==> config.mk <==
export PLATFORM = sky130hd
export DESIGN_NAME = reg_file_arbiter
export DESIGN_NICKNAME = d
export VERILOG_FILES = /design/src/rtl/reg_file_arbiter.sv
export SDC_FILE = /design/constraint.sdc
export NUM_CORES = 1
export LEC_CHECK = 0
export CAP_MARGIN = 20
export CORE_UTILIZATION = 40
export CTS_BUF_LIST = sky130_fd_sc_hd__clkbuf_2 sky130_fd_sc_hd__clkbuf_4 sky130_fd_sc_hd__clkbuf_8
export DETAILED_ROUTE_END_ITERATION = 16
export PLACE_DENSITY = 0.86
export SETUP_SLACK_MARGIN = 0.4
export SYNTH_ARGS = -nofsm -noshare
export SYNTH_HDL_FRONTEND = slang
export SYNTH_SLANG_ARGS = --single-unit
==> constraint.sdc <==
create_clock -name clk_i -period 2.85 [get_ports clk_i]
set_input_delay 0.57 -clock clk_i [delete_from_list [all_inputs] [get_ports clk_i]]
set_output_delay 0.57 -clock clk_i [all_outputs]
set_load 0.005 [all_outputs]
==> src/rtl/reg_file_arbiter.sv <==
// Round-robin arbiter sharing one single-port register file among NREQ requesters.
// Optional REGARB_LOCK_EN adds a lock input so one requester can own the file for atomic sequences.
module reg_file_arbiter #(
  parameter int NREQ = 2,
  parameter int AW   = 4,
  parameter int DW   = 8
) (
  input  logic               clk_i,
  input  logic               nreset_i,
  input  logic [NREQ-1:0]    req_i,
  input  logic [NREQ-1:0]    we_i,
  input  logic [NREQ*AW-1:0] addr_i,
  input  logic [NREQ*DW-1:0] wdata_i,
`ifdef REGARB_LOCK_EN
  input  logic [NREQ-1:0]    lock_i,
`endif
  output logic [NREQ-1:0]    gnt_o,
  output logic [NREQ-1:0]    rvalid_o,
  output logic [DW-1:0]      rdata_o,
  output logic               rf_wr_en_o,
  output logic               rf_rd_en_o,
  output logic [AW-1:0]      rf_addr_o,
  output logic [DW-1:0]      rf_data_in_o,
  input  logic [DW-1:0]      rf_data_out_i
);

  localparam int IW = (NREQ > 1) ? $clog2(NREQ) : 1;

  typedef enum logic [1:0] {IDLE, ISSUE, RESP} state_e;

  state_e          state_q, state_d;
  logic [IW-1:0]   ptr_q;
  logic [IW-1:0]   idx_q;
  logic            we_q;
  logic [NREQ-1:0] gnt_q;
  logic [NREQ-1:0] rvalid_q;
  logic            rf_wr_q, rf_rd_q;
  logic [AW-1:0]   rf_addr_q;
  logic [DW-1:0]   rf_data_q;

  logic [NREQ-1:0] elig;
  logic            win_vld;
  logic [IW-1:0]   win_idx;

`ifdef REGARB_LOCK_EN
  logic            lock_q;
  logic            owner_vld_q;
  logic [IW-1:0]   owner_q;

  // An owner shuts out everyone else until it issues an unlocked access.
  always_comb begin
    elig = req_i;
    if (owner_vld_q) elig = req_i & (NREQ'(1) << owner_q);
  end
`else
  always_comb elig = req_i;
`endif

  // Scan downward so the candidate nearest the pointer is the last (winning) assignment.
  always_comb begin
    win_vld = 1'b0;
    win_idx = '0;
    for (int k = NREQ - 1; k >= 0; k--) begin
      if (elig[(int'(ptr_q) + k) % NREQ]) begin
        win_vld = 1'b1;
        win_idx = IW'((int'(ptr_q) + k) % NREQ);
      end
    end
  end

  always_ff @(posedge clk_i or negedge nreset_i) begin
    if (!nreset_i) state_q <= IDLE;
    else           state_q <= state_d;
  end

  always_comb begin
    state_d = state_q;
    case (state_q)
      IDLE:    if (win_vld) state_d = ISSUE;
      ISSUE:   state_d = we_q ? IDLE : RESP;
      RESP:    state_d = IDLE;
      default: state_d = IDLE;
    endcase
  end

  always_ff @(posedge clk_i or negedge nreset_i) begin
    if (!nreset_i) begin
      ptr_q       <= '0;
      idx_q       <= '0;
      we_q        <= 1'b0;
      gnt_q       <= '0;
      rvalid_q    <= '0;
      rf_wr_q     <= 1'b0;
      rf_rd_q     <= 1'b0;
      rf_addr_q   <= '0;
      rf_data_q   <= '0;
`ifdef REGARB_LOCK_EN
      lock_q      <= 1'b0;
      owner_vld_q <= 1'b0;
      owner_q     <= '0;
`endif
    end else begin
      gnt_q    <= '0;
      rvalid_q <= '0;
      rf_wr_q  <= 1'b0;
      rf_rd_q  <= 1'b0;
      case (state_q)
        IDLE: if (win_vld) begin
          idx_q     <= win_idx;
          we_q      <= we_i[win_idx];
          gnt_q     <= NREQ'(1) << win_idx;
          rf_wr_q   <= we_i[win_idx];
          rf_rd_q   <= !we_i[win_idx];
          rf_addr_q <= addr_i[int'(win_idx)*AW +: AW];
          rf_data_q <= wdata_i[int'(win_idx)*DW +: DW];
`ifdef REGARB_LOCK_EN
          lock_q    <= lock_i[win_idx];
`endif
        end
        ISSUE: begin
          ptr_q <= (idx_q == IW'(NREQ - 1)) ? '0 : idx_q + 1'b1;
          if (!we_q) rvalid_q <= gnt_q;
`ifdef REGARB_LOCK_EN
          owner_vld_q <= lock_q;
          owner_q     <= idx_q;
`endif
        end
        default: ;
      endcase
    end
  end

  assign gnt_o        = gnt_q;
  assign rvalid_o     = rvalid_q;
  assign rf_wr_en_o   = rf_wr_q;
  assign rf_rd_en_o   = rf_rd_q;
  assign rf_addr_o    = rf_addr_q;
  assign rf_data_in_o = rf_data_q;
  // Regfile output is already registered; just gate it to zero outside the response cycle.
  assign rdata_o      = (rvalid_q != '0) ? rf_data_out_i : '0;

endmodule
# Word-level counts from Yosys, hierarchy flattened
# Index checks and enable logic that the tools add are counted.
[word_totals]
wordCells = 49
ff_bits = 23
inputBits = 38
output_inout_bits = 26
[op_classes]
eq_ne = 2
muxes = 24
shift = 3
magnitude_cmp = 3
n_bitwise = 1
addsub = 2
reduce_logical = 4
[op_table]
columns = ["op", "n"]
rows = [
  ["1-bit two-way mux", 16],
  ["16-bit by 5-bit variable part select with 8-bit output", 1],
  ["2-bit two-way mux", 6],
  ["8-bit two-way mux", 1],
  ["8-bit by 4-bit variable part select with 4-bit output", 1],
  ["1-bit by 2-bit < comparator with 1-bit output (second input constant)", 2],
  ["2-bit case mux with 2 select lines", 1],
  ["2-bit by 3-bit < comparator with 1-bit output (second input constant)", 1],
  ["1-bit adder (second input constant)", 2],
  ["2-bit by 1-bit equality test with 1-bit output (second input constant)", 1],
  ["2-bit logical NOT", 1],
  ["2-bit != test (second input constant)", 1],
  ["2-bit AND reduction", 1],
  ["2-bit nonzero test", 1],
  ["1-bit by 1-bit << shifter with 2-bit output (first input constant)", 1],
  ["1-bit AND (first input constant)", 1],
  ["1-bit logical NOT", 1],
]

# Logic depth before layout (Yosys ltp)
[logic_depth]
ltp_word = 12
ltp_mapped = 4
depth_no_buf = 4

# Worst setup path before layout
# OpenSTA, ideal clock, no wires.
[synth_timing]
kind = "input to register"
from = "input req_i[1]"
to = "register rf_addr_q[0] (netlist: rf_addr_o[0])"
t_required_ns = 2.784
slack_ns = 1.494
arrival_time_ns = 1.290
setup_ns = 0.066
n_path_buf = 1
cell_stages = 4
cell_sequence = "or2_2 buf_6 a21boi_0 a221o_1"
[synth_via]
elab_chain_len = 6
elab_cells_between_ends = 11
classes_between = "shift (1); mux (9); reduce/logical (1)"
[synth_rtl]
columns = ["element", "line", "text"]
rows = [
  ["start, declared", "10", "input logic [NREQ-1:0] req_i,"],
  ["1-bit two-way mux (implied by the code) (3 in a row)", "64", "if (elig[(int'(ptr_q) + k) % NREQ]) begin"],
  ["1-bit two-way mux (2 in a row)", "64", ""],
  ["8-bit by 4-bit variable part select with 4-bit output / 2-bit AND reduction (equally long branches)", "-", ""],
  ["end signal, assigned", "114", "rf_addr_q <= addr_i[int'(win_idx)*AW +: AW];"],
  ["end, declared", "38", "logic [AW-1:0] rf_addr_q;"],
]
# Parallel ways exist; a longest one is shown, timed or not. The select of a mux whose other input is x is not followed.
# A chain may end at the register's enable or synchronous reset.

# Final worst setup path
[layout_timing]
from = "input rf_data_out_i[2]"
to = "output rdata_o[2]"
[layout_via]
elab_chain_len = 1
[layout_rtl]
columns = ["element", "line", "text"]
rows = [
  ["start, declared", "24", "input logic [DW-1:0] rf_data_out_i"],
  ["8-bit two-way mux", "140", "assign rdata_o = (rvalid_q != '0) ? rf_data_out_i : '0;"],
  ["end, declared", "19", "output logic [DW-1:0] rdata_o,"],
]
# No other way between the ends.

==> results.md <==
Timing
* Max Clock Skew: 1.52 ps
* max-slew violations: 0
* final worst path period need: 2250 ps
* maximum achievable frequency: 444 MHz
* setup repair after global routing missed its margin: no
* worst-case setup margin in the final layout: 596 ps
* Slew headroom: 61.7%
* slew at the pin closest to its max-slew limit: 574 ps
* number of setup violations in the final report: 0
* Setup TNS: 0 ps
* Final Cycle Share: 79.1%
* number of endpoints with negative hold slack in the final report: 0

Die
* I/O pin total: 64
* Core Box Area: 2320 µm²
* die area: 2770 µm²
* vertical extent of the die: 52.6 µm
* Starting Density: 44.3%
* site row count: 17
* die width: 52.6 µm

Cells and area
* fill count: 176
* cell area after layout: 1690 µm²
* Post-layout nets: 189
* area delta synth->final: 64.8%
* most frequent cells in the layout: sky130_fd_sc_hd__clkdlybuf4s50_1, sky130_fd_sc_hd__dfrtp_1, sky130_fd_sc_hd__a21boi_0, sky130_fd_sc_hd__a221o_1, sky130_fd_sc_hd__nor2b_1
* share of post-route cells with drive strength above 1: 6.00%
* sequential standard cell area: 576 µm²
* most common cell after layout, fill and taps aside: sky130_fd_sc_hd__clkdlybuf4s50_1
* antenna fix cells: 0
* area of the multi-input gates: 404 µm²
* Final Instance Count excl. Fillers: 178

Worst setup path
* slowest stage delay, CP: 510 ps
* worst setup path category: in -> out
* startpoint kind of the worst setup timing path: primary input
* CP cell instances: clkdlybuf4s50_1 -> nor2b_1 -> clkdlybuf4s50_1
* CP arrival: 1680 ps
* kind of capture point of the worst setup path: output port
* library cell appearing most often on the critical path: sky130_fd_sc_hd__clkdlybuf4s50_1
* worst-path cell with the longest stage delay: sky130_fd_sc_hd__clkdlybuf4s50_1
* maximum fanout along the worst path: 1
* Crit path required time: 2280 ps

Route
* drc violations: 0
* wire per inst: 13.7 µm
* total wire length after detailed routing: 2.43 mm
* First-pass DRT Iterations: 4
* drt first-iter violations: 9
* total via count in the routed design: 949
* number of vias per cell after detailed routing: 5.33
* Routed Antenna Nets: 0

Power and ir drop
* net switching fraction of the power: 31.0%
* sequential fraction of design power: 39.9%
* clock power share: 11.1%
* areal power density over the cells: 807 nW/µm²
* Worst VDD drop: 0.630 mV
* switching power: 0.423 mW
* part of the total power dissipated in combinational logic: 49.0%
* cell-internal power: 0.942 mW
* leakage power: 0.702 nW

GRT
* first-pass GRT wire length: 4.05 mm
* grt ovf: 0
* aggregate global-route resource usage: 20.9%
* via count of the first global-routing pass: 989
* initial antenna violation count: 0
* maximum number of pins on one net before global-route repair: 24

Clock network
* CTS tree: built
* clk root buf: sky130_fd_sc_hd__clkbuf_4
* number of gates resized after cts: 0
* number of buffers added by the clock tree synthesis step: 3
* clock edge transition at the registers on the reported setup and hold paths: 110 ps
* worst skew pair latency: 300 ps
* buffers inserted by post-CTS timing repair: 0
* CTS max path bufs: 2
* clock tree sinks: 23
* number of hold-repair buffers added at the cts stage: 0
* count of H-tree levels built during CTS: 1

Synth
* Cell Area, Synth: 1030 µm²
* share of synthesized area occupied by flip-flops and latches: 56.1%
* Post-Syn Nets: 124
* cell type contributing the most total cell area after synthesis: sky130_fd_sc_hd__dfrtp_1
* number of synthesized register bits: 23
* Mapped Cells: 86
* largest cells by area after synthesis: sky130_fd_sc_hd__dfrtp_1, sky130_fd_sc_hd__a221o_1, sky130_fd_sc_hd__a21boi_0
* mean cell area of the mapped netlist: 11.9 µm²
* number of warnings issued by yosys: 0
* number of different library cells in the post-synthesis netlist: 22
* fraction of post-synthesis cell area in the top cell type by area: 56.1%

Placement
* routability cong.: 0.712
* HPWL Detailed: 1.91 mm
* Placed Instance Area: 1660 µm²
* placed cell count: 174
* pre-CTS setup slack: 573 ps
* Port Buffer Count: 63

Flow run
* max-cap viol count: 0

Worst hold path
* Hold/Removal Path Class: reg -> reg

Run status
* run status: finished clean

## worst max-delay path: cells and delay by family
family | cells | cell delay, ps
buffers and inverters | 2 | 960
AND/OR/NAND/NOR | 1 | 150
## metal layers
layer	vias to the layer above	share of wire, %	wire [µm]	GRT usage, %
met5	-	0	0	0
met1	451	39	941	20.4
met3	4	9.8	238	7.25
met2	51	50	1210	38.8
li1	443	-	-	-
met4	0	1.7	42	9.21
## path summary, 6_finish.rpt
| kind | start | to | slack (ps) | cells past startpoint |
|---|---|---|---|---|
| worst max-delay path | rf_data_out_i[2] | rdata_o[2] | 600 | 3 |
| worst min-delay path | we_q$_DFFE_PN0P_ | state_q[1]$_DFFE_PN0P_ | 450 | 1 |
| worst max register to register | state_q[0]$_DFFE_PN0P_ | rf_data_in_o[2]$_DFFE_PN0P_ | 1350 | 3 |
| worst min register to register | we_q$_DFFE_PN0P_ | state_q[1]$_DFFE_PN0P_ | 450 | 1 |
| max in group asynchronous | nreset_i | state_q[0]$_DFFE_PN0P_ | 2020 | 2 |
| min in group asynchronous | nreset_i | rf_data_in_o[4]$_DFFE_PN0P_ | 610 | 2 |
## per-stage QoR
| stage | util (%) | hold slack (ps) | power, mW |
|---|---|---|---|
| final | 72.9 | 454 | 1.36 |
| after global routing | 72.9 | 500 | 1.47 |
| after CTS | 72.9 | 467 | 1.38 |
| after detailed placement | 71.6 | 445 | 1.23 |
| after global placement | 71.6 | 448 | 1.20 |
| after floorplan | - | 274 | 0.875 |
## synthesized netlist by cell type
master	number
sky130_fd_sc_hd__a31oi_1	1
sky130_fd_sc_hd__o22a_1	1
sky130_fd_sc_hd__nand2_1	4
sky130_fd_sc_hd__nor2_2	1
sky130_fd_sc_hd__a21boi_0	12
sky130_fd_sc_hd__buf_2	1
sky130_fd_sc_hd__and2_1	2
sky130_fd_sc_hd__o21a_1	1
sky130_fd_sc_hd__nand3_1	1
sky130_fd_sc_hd__and3_4	2
sky130_fd_sc_hd__buf_6	3
sky130_fd_sc_hd__nor2b_1	9
sky130_fd_sc_hd__nor2_1	4
sky130_fd_sc_hd__dfrtp_1	23
sky130_fd_sc_hd__a21o_1	1
sky130_fd_sc_hd__inv_1	2
sky130_fd_sc_hd__a221o_1	11
sky130_fd_sc_hd__o21ai_0	2
sky130_fd_sc_hd__nand2b_1	2
sky130_fd_sc_hd__o211ai_1	1
sky130_fd_sc_hd__or2_2	1
sky130_fd_sc_hd__a21oi_1	1
## logic make-up after synthesis
family | after synthesis | synth area share, %
AO/OA/AOI/OAI | 31 | 24.6
AND/OR/NAND/NOR | 26 | 14.8
buffers and inverters | 6 | 4.51
flip-flops | 23 | 56.1
## cell type report
type | instances | share of cell area (%)
multi-input combinational | 57 | 23.9
sequential | 23 | 34.0
timing repair buffer | 64 | 37.7
inverter | 2 | 0.444
tap | 28 | 2.07
clock buffer | 4 | 1.78
## power groups by stage
stage / Sequential (mW) / Clock, mW / Combinational (mW)
floorplan: 0.546 / 0 / 0.329
global placement: 0.543 / 0 / 0.657
detailed placement: 0.548 / 0 / 0.679
CTS: 0.546 / 0.158 / 0.680
global route: 0.558 / 0.171 / 0.741
finish: 0.544 / 0.151 / 0.669
## sequential cells by signal, indices dropped and copies added, names as in the netlist
signal and flops:
rf_rd_en_o 1, ptr_q 1, we_q 1, rf_data_in_o 8, rvalid_o 2, idx_q 1
state_q 2, rf_wr_en_o 1, gnt_o 2, rf_addr_o 4
(Power assumes the default switching activity.)
